### src/rtl/dpram_port_arbiter_if.sv
// ---------------------------------------------------------------------------
// dpram_port_arbiter_if
// Groups the signals of the two requesters and of the shared RAM port that
// the arbiter sits between.
//   Requester side : reqN, weN, addrN, wdataN (to arbiter)
//                    ackN, rvalidN, rdataN   (from arbiter)
//   RAM side       : ram_wren, ram_address, ram_data (from arbiter)
//                    ram_q                           (to arbiter)
// Modports:
//   slave  - the arbiter itself
//   master - the environment: both requesters plus the RAM port
// ---------------------------------------------------------------------------
interface dpram_port_arbiter_if #(
  parameter int ADDR_W = 10,
  parameter int DATA_W = 8
);
  logic              req0;
  logic              req1;
  logic              we0;
  logic              we1;
  logic [ADDR_W-1:0] addr0;
  logic [ADDR_W-1:0] addr1;
  logic [DATA_W-1:0] wdata0;
  logic [DATA_W-1:0] wdata1;
  logic              ack0;
  logic              ack1;
  logic              rvalid0;
  logic              rvalid1;
  logic [DATA_W-1:0] rdata0;
  logic [DATA_W-1:0] rdata1;
  logic              ram_wren;
  logic [ADDR_W-1:0] ram_address;
  logic [DATA_W-1:0] ram_data;
  logic [DATA_W-1:0] ram_q;

  modport slave (
    input  req0, req1, we0, we1, addr0, addr1, wdata0, wdata1, ram_q,
    output ack0, ack1, rvalid0, rvalid1, rdata0, rdata1,
    output ram_wren, ram_address, ram_data
  );

  modport master (
    output req0, req1, we0, we1, addr0, addr1, wdata0, wdata1, ram_q,
    input  ack0, ack1, rvalid0, rvalid1, rdata0, rdata1,
    input  ram_wren, ram_address, ram_data
  );
endinterface

### src/rtl/dpram_port_arbiter.sv
// ---------------------------------------------------------------------------
// dpram_port_arbiter
// Shares one synchronous port of a dual-port RAM between requester 0 (CPU)
// and requester 1 (DMA / video fetch). At most one request is issued per
// clock; the RAM has one cycle of read latency and the read result is
// registered once more before it is returned to its owner.
//
// Timing (E = edge at which the grant is registered):
//   E..E+1   issue cycle: ram_* driven from registers, ackN = 1
//   E+1      RAM samples address / write
//   E+2      ram_q captured into rdataN, rvalidN = 1 during E+2..E+3
//
// Ports:
//   clock_i    single clock, shared with the RAM port
//   reset_n_i  asynchronous assert, active low
//   bus        dpram_port_arbiter_if.slave (requesters + RAM port)
//
// Build option:
//   DPRAM_ARB_RR_EN  defined   - round-robin between requesters on contention
//                    undefined - strict priority, requester 0 always wins
// ---------------------------------------------------------------------------
module dpram_port_arbiter #(
  parameter int ADDR_W = 10,
  parameter int DATA_W = 8
) (
  input  logic                clock_i,
  input  logic                reset_n_i,
  dpram_port_arbiter_if.slave bus
);

  // Issue-slot state: which requester (if any) owns the RAM this cycle.
  localparam logic [1:0] ST_IDLE   = 2'd0;
  localparam logic [1:0] ST_GRANT0 = 2'd1;
  localparam logic [1:0] ST_GRANT1 = 2'd2;

  // Requester inputs gathered into arrays so selection is a simple index.
  logic [1:0]        req_w;
  logic [1:0]        we_w;
  logic [ADDR_W-1:0] addr_w  [2];
  logic [DATA_W-1:0] wdata_w [2];

  assign req_w      = {bus.req1, bus.req0};
  assign we_w       = {bus.we1, bus.we0};
  assign addr_w[0]  = bus.addr0;
  assign addr_w[1]  = bus.addr1;
  assign wdata_w[0] = bus.wdata0;
  assign wdata_w[1] = bus.wdata1;

  logic [1:0]        state_q, state_d;
  logic              wren_q, wren_d;
  logic [ADDR_W-1:0] addr_q, addr_d;
  logic [DATA_W-1:0] data_q, data_d;
  // Read tag pipe: stage 1 = issue cycle, stage 2 = RAM output cycle.
  logic              tag1_vld_q, tag1_vld_d;
  logic              tag1_own_q, tag1_own_d;
  logic              tag2_vld_q;
  logic              tag2_own_q;

  logic [1:0]        elig_w;
  logic              grant_w;
  logic              gsel_w;

  // A requester acknowledged this cycle is not eligible again until the
  // next cycle, which is what lets a held request alternate with the other.
  assign elig_w[0] = req_w[0] & (state_q != ST_GRANT0);
  assign elig_w[1] = req_w[1] & (state_q != ST_GRANT1);
  assign grant_w   = |elig_w;

`ifdef DPRAM_ARB_RR_EN
  // rr_last holds the most recent winner; on contention the other one goes.
  logic rr_last_q, rr_last_d;

  assign gsel_w    = elig_w[1] & (~elig_w[0] | ~rr_last_q);
  assign rr_last_d = grant_w ? gsel_w : rr_last_q;

  always_ff @(posedge clock_i or negedge reset_n_i) begin
    if (!reset_n_i) begin
      rr_last_q <= 1'b1;
    end else begin
      rr_last_q <= rr_last_d;
    end
  end
`else
  assign gsel_w = elig_w[1] & ~elig_w[0];
`endif

  always_comb begin
    state_d    = ST_IDLE;
    wren_d     = 1'b0;
    addr_d     = addr_q;
    data_d     = data_q;
    tag1_vld_d = 1'b0;
    tag1_own_d = tag1_own_q;
    if (grant_w) begin
      state_d    = gsel_w ? ST_GRANT1 : ST_GRANT0;
      wren_d     = we_w[gsel_w];
      addr_d     = addr_w[gsel_w];
      data_d     = wdata_w[gsel_w];
      tag1_vld_d = ~we_w[gsel_w];
      tag1_own_d = gsel_w;
    end
  end

  // Reset clears wren_q asynchronously, so a write granted in the cycle in
  // which reset arrives never reaches the RAM.
  always_ff @(posedge clock_i or negedge reset_n_i) begin
    if (!reset_n_i) begin
      state_q    <= ST_IDLE;
      wren_q     <= 1'b0;
      addr_q     <= '0;
      data_q     <= '0;
      tag1_vld_q <= 1'b0;
      tag1_own_q <= 1'b0;
      tag2_vld_q <= 1'b0;
      tag2_own_q <= 1'b0;
    end else begin
      state_q    <= state_d;
      wren_q     <= wren_d;
      addr_q     <= addr_d;
      data_q     <= data_d;
      tag1_vld_q <= tag1_vld_d;
      tag1_own_q <= tag1_own_d;
      tag2_vld_q <= tag1_vld_q;
      tag2_own_q <= tag1_own_q;
    end
  end

  // Per-requester return path: only the tagged owner captures ram_q.
  for (genvar gi = 0; gi < 2; gi++) begin : g_ret
    logic              hit_w;
    logic              rvalid_q;
    logic [DATA_W-1:0] rdata_q, rdata_d;

    assign hit_w   = tag2_vld_q & (tag2_own_q == 1'(gi));
    assign rdata_d = hit_w ? bus.ram_q : rdata_q;

    always_ff @(posedge clock_i or negedge reset_n_i) begin
      if (!reset_n_i) begin
        rvalid_q <= 1'b0;
        rdata_q  <= '0;
      end else begin
        rvalid_q <= hit_w;
        rdata_q  <= rdata_d;
      end
    end
  end

  assign bus.ack0        = (state_q == ST_GRANT0);
  assign bus.ack1        = (state_q == ST_GRANT1);
  assign bus.ram_wren    = wren_q;
  assign bus.ram_address = addr_q;
  assign bus.ram_data    = data_q;
  assign bus.rvalid0     = g_ret[0].rvalid_q;
  assign bus.rvalid1     = g_ret[1].rvalid_q;
  assign bus.rdata0      = g_ret[0].rdata_q;
  assign bus.rdata1      = g_ret[1].rdata_q;

endmodule

### src/flat_wrapper.sv
// flat-port wrapper written by rule: the top's interface ports become plain ports
module dpram_port_arbiter_flat 
#(
  parameter int ADDR_W = 10,
  parameter int DATA_W = 8
)
  (clock_i, reset_n_i, bus_req0, bus_req1, bus_we0, bus_we1, bus_addr0, bus_addr1, bus_wdata0, bus_wdata1, bus_ram_q, bus_ack0, bus_ack1, bus_rvalid0, bus_rvalid1, bus_rdata0, bus_rdata1, bus_ram_wren, bus_ram_address, bus_ram_data);
  dpram_port_arbiter_if #(.ADDR_W(ADDR_W), .DATA_W(DATA_W)) bus_i ();
  input  logic clock_i;
  input  logic reset_n_i;
  input wire logic [$bits(bus_i.req0)-1:0] bus_req0;
  input wire logic [$bits(bus_i.req1)-1:0] bus_req1;
  input wire logic [$bits(bus_i.we0)-1:0] bus_we0;
  input wire logic [$bits(bus_i.we1)-1:0] bus_we1;
  input wire logic [$bits(bus_i.addr0)-1:0] bus_addr0;
  input wire logic [$bits(bus_i.addr1)-1:0] bus_addr1;
  input wire logic [$bits(bus_i.wdata0)-1:0] bus_wdata0;
  input wire logic [$bits(bus_i.wdata1)-1:0] bus_wdata1;
  input wire logic [$bits(bus_i.ram_q)-1:0] bus_ram_q;
  output wire logic [$bits(bus_i.ack0)-1:0] bus_ack0;
  output wire logic [$bits(bus_i.ack1)-1:0] bus_ack1;
  output wire logic [$bits(bus_i.rvalid0)-1:0] bus_rvalid0;
  output wire logic [$bits(bus_i.rvalid1)-1:0] bus_rvalid1;
  output wire logic [$bits(bus_i.rdata0)-1:0] bus_rdata0;
  output wire logic [$bits(bus_i.rdata1)-1:0] bus_rdata1;
  output wire logic [$bits(bus_i.ram_wren)-1:0] bus_ram_wren;
  output wire logic [$bits(bus_i.ram_address)-1:0] bus_ram_address;
  output wire logic [$bits(bus_i.ram_data)-1:0] bus_ram_data;
  assign bus_i.req0 = bus_req0;
  assign bus_i.req1 = bus_req1;
  assign bus_i.we0 = bus_we0;
  assign bus_i.we1 = bus_we1;
  assign bus_i.addr0 = bus_addr0;
  assign bus_i.addr1 = bus_addr1;
  assign bus_i.wdata0 = bus_wdata0;
  assign bus_i.wdata1 = bus_wdata1;
  assign bus_i.ram_q = bus_ram_q;
  assign bus_ack0 = bus_i.ack0;
  assign bus_ack1 = bus_i.ack1;
  assign bus_rvalid0 = bus_i.rvalid0;
  assign bus_rvalid1 = bus_i.rvalid1;
  assign bus_rdata0 = bus_i.rdata0;
  assign bus_rdata1 = bus_i.rdata1;
  assign bus_ram_wren = bus_i.ram_wren;
  assign bus_ram_address = bus_i.ram_address;
  assign bus_ram_data = bus_i.ram_data;
  dpram_port_arbiter #(.ADDR_W(ADDR_W), .DATA_W(DATA_W)) u_core (.clock_i(clock_i), .reset_n_i(reset_n_i), .bus(bus_i));
endmodule
### config.mk
export PLATFORM = sky130hd
export DESIGN_NAME = dpram_port_arbiter_flat
export DESIGN_NICKNAME = d
export VERILOG_FILES = /design/src/rtl/dpram_port_arbiter_if.sv /design/src/rtl/dpram_port_arbiter.sv /design/src/flat_wrapper.sv
export SDC_FILE = /design/constraint.sdc
export NUM_CORES = 1
export LEC_CHECK = 0
export CORE_MARGIN = 10
export CORE_UTILIZATION = 41
export CTS_BUF_LIST = sky130_fd_sc_hd__clkbuf_4 sky130_fd_sc_hd__clkbuf_8
export CTS_CLUSTER_DIAMETER = 150
export DETAILED_ROUTE_END_ITERATION = 6
export DONT_BUFFER_PORTS = 1
export GPL_ROUTABILITY_DRIVEN = 0
export PLACE_DENSITY = 0.56
export SLEW_MARGIN = 40
export SYNTH_ARGS = -nofsm -noshare
export SYNTH_HDL_FRONTEND = slang
export SYNTH_SLANG_ARGS = --single-unit
### constraint.sdc
create_clock -name clock_i -period 1.65 [get_ports clock_i]
set_input_delay 0.0825 -clock clock_i [delete_from_list [all_inputs] [get_ports clock_i]]
set_output_delay 0.0825 -clock clock_i [all_outputs]
set_load 0.01 [all_outputs]
==> results of run 1 <==
## where the power goes
| group | total [uW] | switching, uW | internal [uW] |
|---|---|---|---|
| sequential | 1530 | 259 | 1270 |
| combinational | 473 | 209 | 264 |
| clock | 731 | 350 | 381 |
## how the worst min path moves through the flow
stage	start	end	slack [ns]	cells past startpoint
after global routing	bus_req0	u_core.bus.ram_data[5]$_DFFE_PN0P_	0.01	2
after global placement	reset_n_i	u_core.bus.rdata0[1]$_DFFE_PN0P_	-0.21	0
after floorplan	reset_n_i	u_core.bus.ram_address[0]$_DFFE_PN0P_	-0.21	0
after CTS	bus_addr1[2]	u_core.bus.ram_address[2]$_DFFE_PN0P_	0.01	2
final	bus_req0	u_core.bus.ram_data[5]$_DFFE_PN0P_	0.02	2
after detailed placement	reset_n_i	u_core.bus.rdata1[1]$_DFFE_PN0P_	-0.21	0
## Yosys cell counts
cell / n
nor2_1: 1
buf_8: 1
nand2b_1: 1
inv_1: 4
o21ai_2: 4
buf_2: 7
a21oi_1: 1
a2bb2oi_1: 14
inv_2: 3
o2bb2ai_1: 1
nand2b_4: 2
a32oi_1: 18
a2bb2oi_2: 4
buf_12: 1
o21ai_0: 8
dfrtp_1: 43
mux2_2: 16
nand2_1: 2
buf_6: 3
buf_4: 2
a211oi_2: 1
a22o_1: 1
o21ai_1: 6
## layer usage
metal  track usage (%)  part of all wire, %  vias to the layer above
li1                  -                    -                      600
met1              14.5                   39                      700
met2              21.7                   50                       71
met3              6.16                   10                        7
met4              3.52                  1.1                        0
met5                 0                    0                        -
## critical path, delay by kind of cell
family / cells / cell delay [ns]
and+or+nand+nor: 1 / 0.18
buffers and inverters: 2 / 1.28
AOI/OAI and AO/OA: 1 / 0.15
## layout make-up
type | count | share of cell area, %
clock buffer | 7 | 4.16
clock inverter | 1 | 0.324
inverter | 7 | 1.14
multi-input combinational | 80 | 30.5
sequential | 43 | 46.5
tap | 52 | 2.81
timing repair buffer | 33 | 14.6
## timing repair
item	4_1_cts	5_1_grt
hold buffers	32	0
buffers inserted	0	0
endpoints found under the hold margin	82	0
## layout by cell type, fill, tap and decap left out, types with 3 or more instances in the layout
cell type,Yosys,layout
dlygate4sd3_1,0,31
clkbuf_8,0,7
o21ai_1,6,6
dfrtp_1,43,43
a2bb2oi_2,4,4
inv_2,3,3
mux2_2,16,16
a32oi_1,18,18
inv_1,4,4
o21ai_2,4,4
o21ai_0,8,8
a2bb2oi_1,14,14
## through the flow
stage | area, um2 | cells | hold WS [ns] | power [uW] | utilization, %
floorplan | 1930 | 144 | -0.213 | 1870 | -
global placement | 1880 | 183 | -0.211 | 1920 | 42.3
detailed placement | 1880 | 183 | -0.211 | 1950 | 42.3
CTS | 2310 | 223 | 0.0124 | 2790 | 52.1
global route | 2310 | 223 | 0.0125 | 2900 | 52.1
finish | 2310 | 223 | 0.0176 | 2740 | 52.1
## cell families after synthesis
kind of cell,count (synthesis)
simple gates,6
mux,16
compound gates,58
flops,43
buf+inv,21
## registers in the layout (all words and copies together), names as in the netlist
register	flops
u_core.bus.ram_wren	1
u_core.tag2_own_q	1
u_core.state_q	2
u_core.tag2_vld_q	1
u_core.bus.rdata1	8
u_core.tag1_vld_q	1
u_core.bus.rvalid1	1
u_core.tag1_own_q	1
u_core.bus.rvalid0	1
u_core.bus.ram_data	8
u_core.bus.ram_address	10
u_core.bus.rdata0	8
==> flow_metrics.tcl, run 1 <==
set metrics [dict create \
    vdd_drop_max_v 0.000648 \
    crit_slowest_cell "dlygate4sd3_1" \
    synthXorXnorAreaFrac_pct 0 \
    post_cts_resized 0 \
    drive_gt1_share_pct 23.4 \
    synth-warning-count 0 \
    end_kind "register" \
    post_drt_via_cell_ratio 6.18 \
    antenna_found_initial 0 \
    leakagePower_uw 0.000961 \
    dieArea_mm2 0.00784 \
    grt-ovfl-total 0 \
    clk_pin_slew_ns 0.08 \
    crit_required_ns 1.82 \
    r2r-start "u_core.state_q[0]$_DFF_PN0_" \
    nets 220 \
    skew_ns 0.00478 \
    core_area_mm2 0.00444 \
    synthSimpleGateAreaFrac_pct 2.34 \
    wl_um 5030 \
    remaining_drc_errors 0 \
    drv_slew 0 \
    fp.dieH_um 88.6 \
    final_hold_viol_count 0 \
    detail_route.wl_per_cell_um 22.6 \
    ys_ff_latch 43 \
    worstSetupPathType "in -> reg" \
    fmax_mhz 658 \
    reg2reg_slack_ns 0.16 \
    drtAntennaViolNets 0 \
    reg2reg_depth 4 \
    first_pass_iters 4 \
    n_antenna_cell 0 \
    cts_tree "built" \
    synth.area.top_cells "dfrtp_1, mux2_2, a32oi_1, a2bb2oi_1, a2bb2oi_2" \
    crit_chain "dlygate4sd3_1 > nand2_1 > buf_4 > a2bb2oi_1" \
    syn_avg_cell_area_um2 13.4 \
    yosysTopAreaCellShare_pct 55.8 \
    start_util_pct 43.4 \
    setup_viol 0 \
    yosys.area.top_type "dfrtp_1" \
    clock-sinks 43 \
    syn_area_mm2 0.00193 \
    drv_cap 0 \
    cts_buffers 5 \
    min_period_ns 1.52 \
    power_density_mw_per_mm2 1180 \
    synth_top_family_by_area "compound AO/OA/AOI/OAI gates" \
    ctsLongestPathBuffers 2 \
    ys_types 23 \
    filler_cell_count 403 \
    cp_max_fo 19 \
    synth-compound-area-share_pct 24.9 \
    io_pins 89 \
    r2r_end "u_core.bus.ram_wren$_DFF_PN0_" \
    port_buffers 0 \
    grt_max_degree 44 \
    hp-class "in -> reg" \
    cp_data_arrival_time_ns 1.69 \
    outcome "finished clean" \
    synthAdderAreaFrac_pct 0 \
    die_x_um 88.6 \
    cpPeakStageDelay_ns 1.01 \
    cts-root-buf "clkbuf_8" \
    seq_area_frac_synth_pct 55.8 \
    finalCritPeriodShare_pct 92.2 \
    grt_pass1_wl_um 7940 \
    crit_start "bus_req0" \
    fp-row-count 24 \
    area_growth_pct 20.1 \
    tightest_slew_ns 0.725 \
    crit_end "u_core.bus.ram_data[4]$_DFFE_PN0P_" \
    syn_nets 194 \
    dp_hpwl_um 3550 \
    grt_pass1_vias 1497 \
    fin_ws_ns 0.129 \
    vias 1378 \
    ctsHtreeMaxLevel 2 \
    track_usage_pct 13.0 \
    tns_ns 0 \
    synthMuxAreaShare_pct 9.35 \
    slew_headroom_pct 51.5 \
    drtIter0Drc 79 \
    rsz0062_at_grt "no" \
    startpoint_type "input port" \
    multi_input_area_um2 706 \
    regArea_mm2 0.00108 \
    netlist_instances 144 \
    worst_skew_pair.late_latency_ns 0.29 \
    pre_cts_ws_ns 0.198 \
]
Power figures use the tool's default switching activity.
==> run 2: changes to the inputs <==
--- a/config.mk
+++ b/config.mk
@@ -5,7 +5,7 @@
 export SDC_FILE = /design/constraint.sdc
 export NUM_CORES = 1
 export LEC_CHECK = 0
-export CORE_MARGIN = 10
+export CORE_MARGIN = 2
 export CORE_UTILIZATION = 41
 export CTS_BUF_LIST = sky130_fd_sc_hd__clkbuf_4 sky130_fd_sc_hd__clkbuf_8
 export CTS_CLUSTER_DIAMETER = 150
==> run 2 against run 1 <==
  * Via count fell by 3.1%
  * Critical path depth is the same
  * Die area fell by 33%
  * Total power is 2.9% higher
  * Global-route usage up 4.6 points
  * First-iteration DRC count increased by 2.5%
  * Largest power group unchanged
  * Highest routed layer unchanged
==> flow_metrics.tcl, run 2 (synthesis results as in run 1) <==
set metrics [dict create \
    io_pins 89 \
    nets 220 \
    crit_required_ns 1.84 \
    crit_chain "nand2b_4 > inv_2 > a211oi_2 > a22o_1" \
    detail_route.wl_per_cell_um 19.8 \
    power_density_mw_per_mm2 1210 \
    min_period_ns 1.49 \
    drv_slew 0 \
    drtIter0Drc 81 \
    cts_buffers 5 \
    track_usage_pct 17.6 \
    fmax_mhz 673 \
    setup_viol 0 \
    ctsHtreeMaxLevel 2 \
    first_pass_iters 5 \
    final_cells 223 \
    power.share.clock_pct 29.2 \
    cp_data_arrival_time_ns 1.67 \
    antenna_found_initial 0 \
    mostFrequentLayoutCell "dfrtp_1" \
    largest_reg_flops 10 \
    vdd_drop_max_v 0.000550 \
    dp_hpwl_um 2870 \
    pwr-share-seq_pct 53.9 \
    intPower_uw 1990 \
    grt_pass1_wl_um 7040 \
    end_kind "register" \
    leakagePower_uw 0.000974 \
    worstSetupPathType "reg -> reg" \
    n_antenna_cell 0 \
    die_x_um 72.6 \
    ctsLongestPathBuffers 2 \
    layout_common_cells "dfrtp_1, dlygate4sd3_1, a32oi_1, mux2_2, a2bb2oi_1" \
    cp_max_fo 20 \
    rsz0062_at_grt "no" \
    swShare_pct 29.2 \
    grt_pass1_vias 1390 \
    skew_ns 0.00761 \
    cts-root-buf "clkbuf_8" \
    drtAntennaViolNets 0 \
    crit_slowest_cell "dfrtp_1" \
    hp-class "in -> reg" \
    power_uw 2810 \
    tns_ns 0 \
    finalCritPeriodShare_pct 90.1 \
    cts_setup_buffers 0 \
    netSwitchingPower_uw 822 \
    vias 1335 \
    dp_cells 183 \
    cts_tree "built" \
    startpoint_type "register" \
    fp-row-count 24 \
    area_growth_pct 20.8 \
    remaining_drc_errors 0 \
    clk_pin_slew_ns 0.08 \
    post_drt_via_cell_ratio 5.99 \
    tightest_slew_ns 0.763 \
    clock-sinks 43 \
    dieArea_mm2 0.00526 \
    cpPeakStageDelay_ns 0.42 \
    port_buffers 0 \
    regArea_mm2 0.00108 \
    grt-ovfl-total 0 \
    start_util_pct 43.4 \
    core_area_mm2 0.00444 \
    final_hold_viol_count 0 \
    p_comb_share_pct 16.9 \
    drive_gt1_share_pct 23.4 \
    wl_um 4410 \
    fp.dieH_um 72.6 \
    filler_cell_count 402 \
    worst_skew_pair.late_latency_ns 0.29 \
    grt_max_degree 44 \
    multi_input_area_um2 706 \
    outcome "finished clean" \
    drv_cap 0 \
    slew_headroom_pct 49.1 \
]
-- run 2: cell types whose count changed in the layout (fill, tap and decap cells not counted) --
cell,before,now
bufinv_16,0,1
clkbuf_8,7,5
dlygate4sd3_1,31,30
dlymetal6s4s_1,0,1
inv_6,0,1
-- run 2: final timing paths --
kind,cells after the start,from,to,slack (ns)
worst max-delay path,4,u_core.state_q[0]$_DFF_PN0_,u_core.bus.ram_wren$_DFF_PN0_,0.16
min in group asynchronous,2,reset_n_i,u_core.bus.rvalid1$_DFF_PN0_,0.24
worst min register to register,0,u_core.tag1_vld_q$_DFF_PN0_,u_core.tag2_vld_q$_DFF_PN0_,0.35
worst min-delay path,2,bus_req0,u_core.bus.ram_address[5]$_DFFE_PN0P_,0.002
worst max register to register,4,u_core.state_q[0]$_DFF_PN0_,u_core.bus.ram_wren$_DFF_PN0_,0.16
max in group asynchronous,2,reset_n_i,u_core.bus.ram_data[4]$_DFFE_PN0P_,1.19
-- run 2: routing by layer --
layer	up-vias	track usage, %	share of wire (%)
li1	598	-	-
met1	649	22.0	38
met4	0	5.14	1.2
met3	5	5.83	11
met5	-	0	0
met2	83	29.0	50
-- run 2: area by class of cell --
cell class                 count  share of cell area [%]
tap                           52                    2.79
timing repair buffer          33                    14.6
inverter                       7                    1.13
multi-input combinational     80                    30.3
clock inverter                 3                    1.99
sequential                    43                    46.2
clock buffer                   5                    2.96
-- run 2: per-stage QoR --
stage	worst slack [ns]	cell area (um2)	util, %	hold WS [ns]
finish	0.164	2330	52.4	0.00155
global route	0.0674	2330	52.4	0.0242
CTS	0.0729	2330	52.3	0.00134
detailed placement	0.219	1880	42.3	-0.212
global placement	0.257	1880	42.3	-0.212
floorplan	0.473	1930	-	-0.213
-- run 2: power groups by stage --
stage                     clock [uW]  combinational (uW)  sequential (uW)
after floorplan                    0                 374             1490
after global placement             0                 360             1530
after detailed placement           0                 382             1550
after CTS                        853                 479             1520
after global routing             896                 526             1550
final                            821                 475             1520
-- run 2: critical path: cells and delay by family (launching register included) --
kind                   cells  cell delay, ns
flip-flops                 1            0.42
buffers and inverters      1            0.37
AO/OA/AOI/OAI              2            0.33
AND/OR/NAND/NOR            1            0.26
-- run 2: repair_timing --
action | 4_1_cts | 5_1_grt
hold buffers | 32 | 0
hold endpoints to repair | 82 | 0
endpoints found under the setup margin | 0 | 14
gates resized for setup | 0 | 1
==> run 3: changes to the inputs <==
==> constraint.sdc (replaced) <==
create_clock -name clock_i -period 1.5 [get_ports clock_i]
set_input_delay 0.075 -clock clock_i [delete_from_list [all_inputs] [get_ports clock_i]]
set_output_delay 0.075 -clock clock_i [all_outputs]
set_load 0.01 [all_outputs]
==> run 3 against run 2 <==
  * Clock power shrank 10%
  * Critical path depth stayed put
  * Flip-flop and latch count unchanged
  * Via count is 3.3% higher
  * Sequential share of layout area fell by 0.27 points
  * Setup slack got worse by 0.087 ns
  * Total power is 5.0% higher
  * Register-to-register slack worse by 0.09 ns
  * Final area rose by 0.59%
  * Clock skew down 0.0052 ns
  * Clock-buffer cell count increased by 1
  * Critical path type unchanged
  * Largest power group unchanged
==> flow_metrics.tcl, run 3 (synthesis results as in run 1) <==
set metrics [dict create \
    startpoint_type "register" \
    grt_max_degree 44 \
    finalCritPeriodShare_pct 94.9 \
    swShare_pct 30.7 \
    wl_um 4680 \
    intPower_uw 2050 \
    fmax_mhz 703 \
    clk_pin_slew_ns 0.08 \
    area_growth_pct 21.6 \
    hp-class "in -> reg" \
    n_antenna_cell 0 \
    post_drt_via_cell_ratio 6.05 \
    netSwitchingPower_uw 907 \
    crit_required_ns 1.68 \
    post_cts_resized 0 \
    track_usage_pct 18.8 \
    dp_hpwl_um 2920 \
    worstSetupPathType "reg -> reg" \
    skew_ns 0.00239 \
    layout_common_cells "dfrtp_1, dlygate4sd3_1, a32oi_1, mux2_2, a2bb2oi_1" \
    grt-ovfl-total 0 \
    vdd_drop_max_v 0.000566 \
    drtIter0Drc 73 \
    cts-root-buf "clkbuf_8" \
    nets 225 \
    dieArea_mm2 0.00526 \
    ctsLongestPathBuffers 2 \
    grt_pass1_wl_um 7550 \
    core_area_mm2 0.00444 \
    cp_max_fo 3 \
    remaining_drc_errors 0 \
    leakagePower_uw 0.000978 \
    largest_reg_flops 10 \
    cts_tree "built" \
    final_cells 228 \
    start_util_pct 43.4 \
    outcome "finished clean" \
    power_density_mw_per_mm2 1260 \
    power_uw 2960 \
    drv_cap 0 \
    slew_headroom_pct 49.3 \
    cts_buffers 5 \
    power.share.clock_pct 25.0 \
    tightest_slew_ns 0.758 \
    p_comb_share_pct 18.4 \
    end_kind "register" \
    dp_cells 186 \
    ctsHtreeMaxLevel 2 \
    antenna_found_initial 0 \
    fp-row-count 24 \
    setup_viol 0 \
    fp.dieH_um 72.6 \
    grt_pass1_vias 1532 \
    pwr-share-seq_pct 56.6 \
    drv_slew 0 \
    final_hold_viol_count 0 \
    port_buffers 0 \
    detail_route.wl_per_cell_um 20.5 \
    min_period_ns 1.42 \
    vias 1379 \
    tns_ns 0 \
    rsz0062_at_grt "no" \
    worst_skew_pair.late_latency_ns 0.29 \
    filler_cell_count 402 \
    cp_data_arrival_time_ns 1.60 \
    drtAntennaViolNets 0 \
    mostFrequentLayoutCell "dfrtp_1" \
    die_x_um 72.6 \
    io_pins 89 \
    drive_gt1_share_pct 24.4 \
    clock-sinks 43 \
    first_pass_iters 4 \
]
## run 3: through the flow
step / hold WS, ns / utilization, % / instance area [um2] / worst slack (ns)
final: 0.0148 / 52.7 / 2340 / 0.0768
after global routing: 0.00946 / 52.7 / 2340 / 0.00453
after CTS: 0.00342 / 52.7 / 2340 / 0.0636
after detailed placement: -0.219 / 42.8 / 1900 / 0.227
after global placement: -0.220 / 42.8 / 1900 / 0.278
after floorplan: -0.221 / - / 1930 / 0.323
## run 3: path summary, 6_finish.rpt
kind	start	cells past startpoint	slack [ns]	end
max	u_core.state_q[1]$_DFF_PN0_	4	0.08	u_core.tag1_vld_q$_DFF_PN0_
min	bus_req0	2	0.01	u_core.bus.ram_address[1]$_DFFE_PN0P_
max reg2reg	u_core.state_q[1]$_DFF_PN0_	4	0.08	u_core.tag1_vld_q$_DFF_PN0_
min reg2reg	u_core.tag1_vld_q$_DFF_PN0_	0	0.35	u_core.tag2_vld_q$_DFF_PN0_
max in group asynchronous	reset_n_i	2	1.05	u_core.bus.ram_data[4]$_DFFE_PN0P_
min in group asynchronous	reset_n_i	2	0.25	u_core.bus.rdata1[4]$_DFFE_PN0P_
## run 3: worst max-delay path, stage by stage, from the launching register on
cell and delay (ns):
dfrtp_1 0.42, nand2b_4 0.16, nand2_1 0.11, dlygate4sd3_1 0.56
o2bb2ai_1 0.06
## run 3: routing by layer
metal  routed length (um)  GRT usage, %
met4                   23          5.35
met2                 2460          32.6
met1                 1810          21.9
met3                  377          6.81
met5                    0             0
## run 3: layout make-up
type / count / area (um2) / share of cell area, %
sequential: 43 / 1080 / 45.9
multi-input combinational: 80 / 706 / 30.1
clock buffer: 6 / 76.3 / 3.26
tap: 52 / 65.1 / 2.78
clock inverter: 2 / 12.5 / 0.534
timing repair buffer: 38 / 380 / 16.2
inverter: 7 / 26.3 / 1.12
## run 3: power by group through the flow
stage | registers [uW] | clock network [uW] | logic, uW
after global routing | 1710 | 828 | 597
after detailed placement | 1700 | 0 | 432
after global placement | 1690 | 0 | 404
final | 1670 | 739 | 543
after CTS | 1680 | 765 | 546
after floorplan | 1640 | 0 | 411
## run 3: repair_timing
action / 4_1_cts / 5_1_grt
endpoints found under the hold margin: 82 / 0
hold buffers: 34 / 0
buffers inserted: 0 / 0
